==> config.mk <==
export PLATFORM = sky130hd
export DESIGN_NAME = fetch_buffer
export DESIGN_NICKNAME = d
export VERILOG_FILES = /design/src/rtl/core_pkg.sv /design/src/rtl/fetch_buffer.sv
export SDC_FILE = /design/constraint.sdc
export NUM_CORES = 1
export LEC_CHECK = 0
export BUFFER_PORTS_ARGS = -buffer_cell sky130_fd_sc_hd__buf_2
export CORE_MARGIN = 2
export CORE_UTILIZATION = 30
export CTS_CLUSTER_DIAMETER = 200
export CTS_CLUSTER_SIZE = 30
export DETAILED_ROUTE_END_ITERATION = 10
export PLACE_DENSITY = 0.47
export RECOVER_POWER = 25
export SYNTH_ARGS = -nofsm -noshare
export SYNTH_HDL_FRONTEND = slang
export SYNTH_SLANG_ARGS = --single-unit
==> constraint.sdc <==
create_clock -name clk -period 4.25 [get_ports clk]
set_input_delay 0.6375 -clock clk [delete_from_list [all_inputs] [get_ports clk]]
set_output_delay 0.6375 -clock clk [all_outputs]
set_load 0.02 [all_outputs]
==> src/rtl/core_pkg.sv <==
`default_nettype none
// ============================================================================
// Module   : core_pkg
// Purpose  : Shared core-wide constants and types used by the front end
//            (fetch buffer, decoder and PC pipeline).
// Contents : XLEN            - datapath / instruction width
//            FETCH_BUF_DEPTH - default number of fetch buffer entries
//            fetch_entry_t   - {instr, pc} pair held in the fetch buffer
//            INSTR_BUBBLE    - word presented to decode when nothing is valid
// Revision : 1.0 - initial release
// ============================================================================
package core_pkg;

  localparam int XLEN            = 32;
  localparam int FETCH_BUF_DEPTH = 4;

  typedef struct packed {
    logic [XLEN-1:0] instr;
    logic [XLEN-1:0] pc;
  } fetch_entry_t;

  // All-zero word decodes as an unknown opcode, so it never dispatches.
  localparam logic [XLEN-1:0] INSTR_BUBBLE = 32'h0;

endpackage : core_pkg
`default_nettype wire

==> src/rtl/fetch_buffer.sv <==
`default_nettype none
// ============================================================================
// Module   : fetch_buffer
// Purpose  : Circular instruction queue between fetch and decode. Buffers
//            instruction words with their PCs so fetch can keep running
//            while decode stalls; presents the oldest entry via valid/ready.
// Ports    : clk        - clock, all state updates on the rising edge
//            reset_n    - synchronous active-low reset
//            flush      - discard all entries (redirect)
//            in_valid   - fetch offers an instruction
//            in_ready   - buffer can accept this cycle (not full)
//            in_instr   - fetched instruction word
//            in_pc      - PC of in_instr
//            out_valid  - head entry valid for decode (not empty)
//            out_ready  - decode consumes the head this cycle
//            out_instr  - head instruction, zero when out_valid = 0
//            out_pc     - head PC, zero when out_valid = 0
//            count      - number of occupied entries, 0..DEPTH
// Revision : 1.0 - initial release
// ============================================================================
module fetch_buffer #(
  parameter int DEPTH = core_pkg::FETCH_BUF_DEPTH,
  parameter int XLEN  = core_pkg::XLEN
) (
  input  logic                     clk,
  input  logic                     reset_n,
  input  logic                     flush,
  input  logic                     in_valid,
  output logic                     in_ready,
  input  logic [XLEN-1:0]          in_instr,
  input  logic [XLEN-1:0]          in_pc,
  output logic                     out_valid,
  input  logic                     out_ready,
  output logic [XLEN-1:0]          out_instr,
  output logic [XLEN-1:0]          out_pc,
  output logic [$clog2(DEPTH):0]   count
);

  localparam int AW = $clog2(DEPTH);

  // Storage is deliberately not reset; only the pointers define validity.
  logic [XLEN-1:0] r_mem_instr [DEPTH];
  logic [XLEN-1:0] r_mem_pc    [DEPTH];

  // Pointers carry one extra wrap bit so full and empty are distinguishable.
  logic [AW:0]     r_wptr;
  logic [AW:0]     r_rptr;

  logic            w_empty;
  logic            w_full;
  logic            w_push;
  logic            w_pop;
  logic [AW-1:0]   w_widx;
  logic [AW-1:0]   w_ridx;

  assign w_widx  = r_wptr[AW-1:0];
  assign w_ridx  = r_rptr[AW-1:0];
  assign w_empty = (r_wptr == r_rptr);
  assign w_full  = (w_widx == w_ridx) && (r_wptr[AW] != r_rptr[AW]);
  assign w_push  = in_valid && !w_full;
  assign w_pop   = !w_empty && out_ready;

  always_ff @(posedge clk) begin
    // A write landing during reset/flush is harmless: the pointers are
    // cleared in the same edge, so the slot is never considered valid.
    if (w_push) begin
      r_mem_instr[w_widx] <= in_instr;
      r_mem_pc[w_widx]    <= in_pc;
    end

    if (!reset_n) begin
      r_wptr <= '0;
      r_rptr <= '0;
    end else if (flush) begin
      r_wptr <= '0;
      r_rptr <= '0;
    end else begin
      if (w_push) begin
        r_wptr <= r_wptr + 1'b1;
      end
      if (w_pop) begin
        r_rptr <= r_rptr + 1'b1;
      end
    end
  end

  // Outputs depend only on registered state; no fall-through from in_*.
  always_comb begin
    in_ready  = !w_full;
    out_valid = !w_empty;
    out_instr = '0;
    out_pc    = '0;
    if (!w_empty) begin
      out_instr = r_mem_instr[w_ridx];
      out_pc    = r_mem_pc[w_ridx];
    end
    // Natural wrap of the AW+1 bit subtraction gives modulo 2*DEPTH.
    count = r_wptr - r_rptr;
  end

endmodule : fetch_buffer
`default_nettype wire

==> impl_metrics.ini <==
[outcome]
status = finished, final reports clean

[synth]
synth_top_cell_by_area = edfxtp_1
synth_nets = 542
ys_warn_count = 0
ys_ff_latch = 264
synth_top_area_share_pct = 73.6
syn_area_sq_um = 10500
syn_avg_cell_area_sq_um = 22.5
synth_seq_area_share_pct = 75.1
syn-instance-count = 465
synth_area_leaders = edfxtp_1 74%, mux4_1 13%, nor2b_1 3.7%, mux4_2 2.8%, dfxtp_1 1.5%
netlist-cell-type-count = 32

[power]
p_sw_share_pct = 20.9
power_switching_mw = 0.952
p_per_area_nw_per_um2 = 383
p_leak_nw = 3.92
combinationalPowerShare_pct = 6.7
power_frac_seq_pct = 64.4
p_int_mw = 3.61
peakVddDrop_v = 0.000295
p_clk_share_pct = 28.9
totalPowerFinal_mw = 4.56

[critical_path]
arrival_ps = 2800
rrSetupSlack_ps = 1270
crit_chain = inv_1 > ha_1 > nand2_1 > nor2_4 > buf_4 > nor2b_1 > buf_2
rr_startpoint = r_wptr[0]
r2r-end = r_mem_pc[2][19]
r2r_cells = 5
cp-start-kind = flop
cp_max_fo = 28
critical_path.max_stage_delay_ps = 510
critPathKind = flop to primary output
required_ps = 3610
crit_path_top_delay_cell = nor2_4
crit_path_end_kind = primary output

[clock_network]
holdBufCountCts = 0
cts_resized = 0
clkTransAtPathRegs_ps = 110
clock_tree.root_cell = clkbuf_16
cts_inserted_buffers = 12
cts.sinks = 264
cts_buffer_depth = 3
cts_tree = built
insertion_delay_ps = 480
h-tree-depth = 1
cts_setup_buffers = 0

[timing]
finalCriticalPeriod_ps = 3440
fin_crit_sh_pct = 80.9
clock.fmax_mhz = 291
skew_ps = 18.3
drv_slew = 0
tightest_slew_ps = 1080
rsz0062_at_grt = false
final_hold_viol_count = 0
setup_viol = 0
slew_headroom_pct = 28.1
setup_slack_ps = 812
tns_ps = 0

[detailed_routing]
drtAntennaViolNets = 0
vias = 4814
firstDrtPassIters = 4
routed_wl_um = 21000
post-route-drc-count = 0
initialDrtViolationCount = 252
via_per_inst = 4.55
wl_per_cell_um = 19.8

[min_path]
hp-class = input pin to flop
worstHoldEndpoint = r_mem_instr[3][18]
holdCritStartpoint = in_instr[18]
whs_path_depth = 1

[layout]
insertedDiodeCount = 0
layout.cells.non_filler = 1058
drive_gt1_share_pct = 23.2
nNetsFinal = 677
area_growth_pct = 14.0
fin_area_sq_um = 11900

[floorplan]
num_rows = 68
initial_core_util_pct = 30.3
die_h_um = 191
coreArea_sq_um = 34500
die_w_um = 191
die_area_sq_um = 36300
io_pins = 138

[global_routing]
antenna_found_initial = 1
grt_max_degree = 65
grt_pass1_vias = 5284
grt_pass1_wl_um = 31200
gr-total-overflow = 0
grtUsageTotal_pct = 11.5

[place]
dpl.cell_count = 1041
place_congestion = 0.721
port_buffers = 137
dpl.hpwl_um = 12300
post_dp_cell_area_sq_um = 11600
pre_cts_ws_ps = 1210

[job]
maxCapViolations = 0
==> routing by layer <==
| metal | share of wire [%] | track usage (%) |
|---|---|---|
| met3 | 5.0 | 2.67 |
| met2 | 52 | 21.0 |
| met1 | 42 | 13.6 |
| met4 | 1.8 | 2.77 |
| met5 | 0.062 | 0 |
==> synth_stat cells <==
master	count
mux4_2	13
buf_2	6
clkbuf_1	1
o21ai_0	1
or4_1	1
o311ai_0	1
a21boi_0	1
o211ai_1	2
inv_1	9
mux4_1	51
mux2i_1	2
nand4_1	1
nor2_1	1
xnor2_1	2
clkbuf_2	1
nand2b_1	2
nor2b_2	4
a21oi_1	1
a211o_1	1
and2_1	5
o31ai_1	2
ha_1	7
buf_6	12
nand2_1	4
edfxtp_1	256
buf_1	2
xor2_1	1
and2b_1	1
dfxtp_1	8
o2111ai_1	4
fa_1	1
nor2b_1	61
==> stage by stage <==
stage | utilization (%) | hold WS (ps)
floorplan | - | 470
global placement | 33.7 | 495
detailed placement | 33.7 | 510
CTS | 34.7 | 325
global route | 34.6 | 355
finish | 34.6 | 371
==> worst max-delay path: cells and delay by family (launching register included) <==
family | cells | cell delay (ps)
adders and majority gates | 1 | 330
buffers and inverters | 3 | 760
and+or+nand+nor | 3 | 820
DFF | 1 | 400
==> area by class of cell <==
| cell class | count | area [sq um] |
|---|---|---|
| clock buffer | 16 | 337 |
| clock inverter | 1 | 8.76 |
| fill | 3280 | 22500 |
| timing repair buffer | 143 | 704 |
| inverter | 9 | 33.8 |
| multi-input combinational | 170 | 2400 |
| tap | 455 | 569 |
| sequential | 264 | 7860 |
==> cell usage in the layout (no fill, tap or decap), drive strengths merged <==
master / n
o21ai: 1
ha: 7
clkbuf: 57
a21oi: 1
o31ai: 2
or4: 1
edfxtp: 256
a211o: 1
buf: 102
nor2b: 65
o2111ai: 4
inv: 9
xor2: 1
o211ai: 2
o311ai: 1
mux4: 64
mux2i: 2
nand2b: 2
nand2: 4
clkinv: 1
nor2: 1
a21boi: 1
nand4: 1
dfxtp: 8
and2: 5
and2b: 1
xnor2: 2
fa: 1
==> power groups by stage <==
stage,Combinational (mW),Clock (mW),Sequential (mW)
2_1_floorplan,0.189,0,2.99
3_3_place_gp,0.316,0,2.99
3_5_place_dp,0.322,0,3.00
4_1_cts,0.323,1.40,2.94
5_1_grt,0.337,1.46,2.94
6_report,0.306,1.32,2.94
==> sequential cells by signal, indices dropped and copies added, names as in the netlist, named ones only <==
name / cells
r_mem_pc: 128
r_mem_instr: 128
r_rptr: 3
r_wptr: 3
==> cell families (layout without fill, tap and decap cells) <==
logic type / Yosys count / after routing / share of synthesized area [%]
DFF: 264 / 264 / 75.1
buffers and inverters: 31 / 169 / 2.06
xor gates and xnor gates: 3 / 3 / 0.251
AOI/OAI and AO/OA: 13 / 13 / 0.958
adders and majority gates: 8 / 8 / 1.03
muxes: 66 / 66 / 15.8
and+or+nand+nor: 80 / 80 / 4.79
==> worst max path at each step <==
stage | end | cells after the start | slack, ps | start
after CTS | out_pc[27] | 7 | 660 | r_wptr[0]
after global routing | out_pc[27] | 7 | 550 | r_wptr[0]
after detailed placement | out_pc[27] | 7 | 1210 | r_wptr[0]
final | out_pc[27] | 7 | 810 | r_wptr[0]
after global placement | out_pc[27] | 7 | 1270 | r_wptr[0]
after floorplan | r_mem_instr[0][0] | 5 | 960 | r_wptr[0]
No activity file was read; power rests on OpenSTA's default activity.
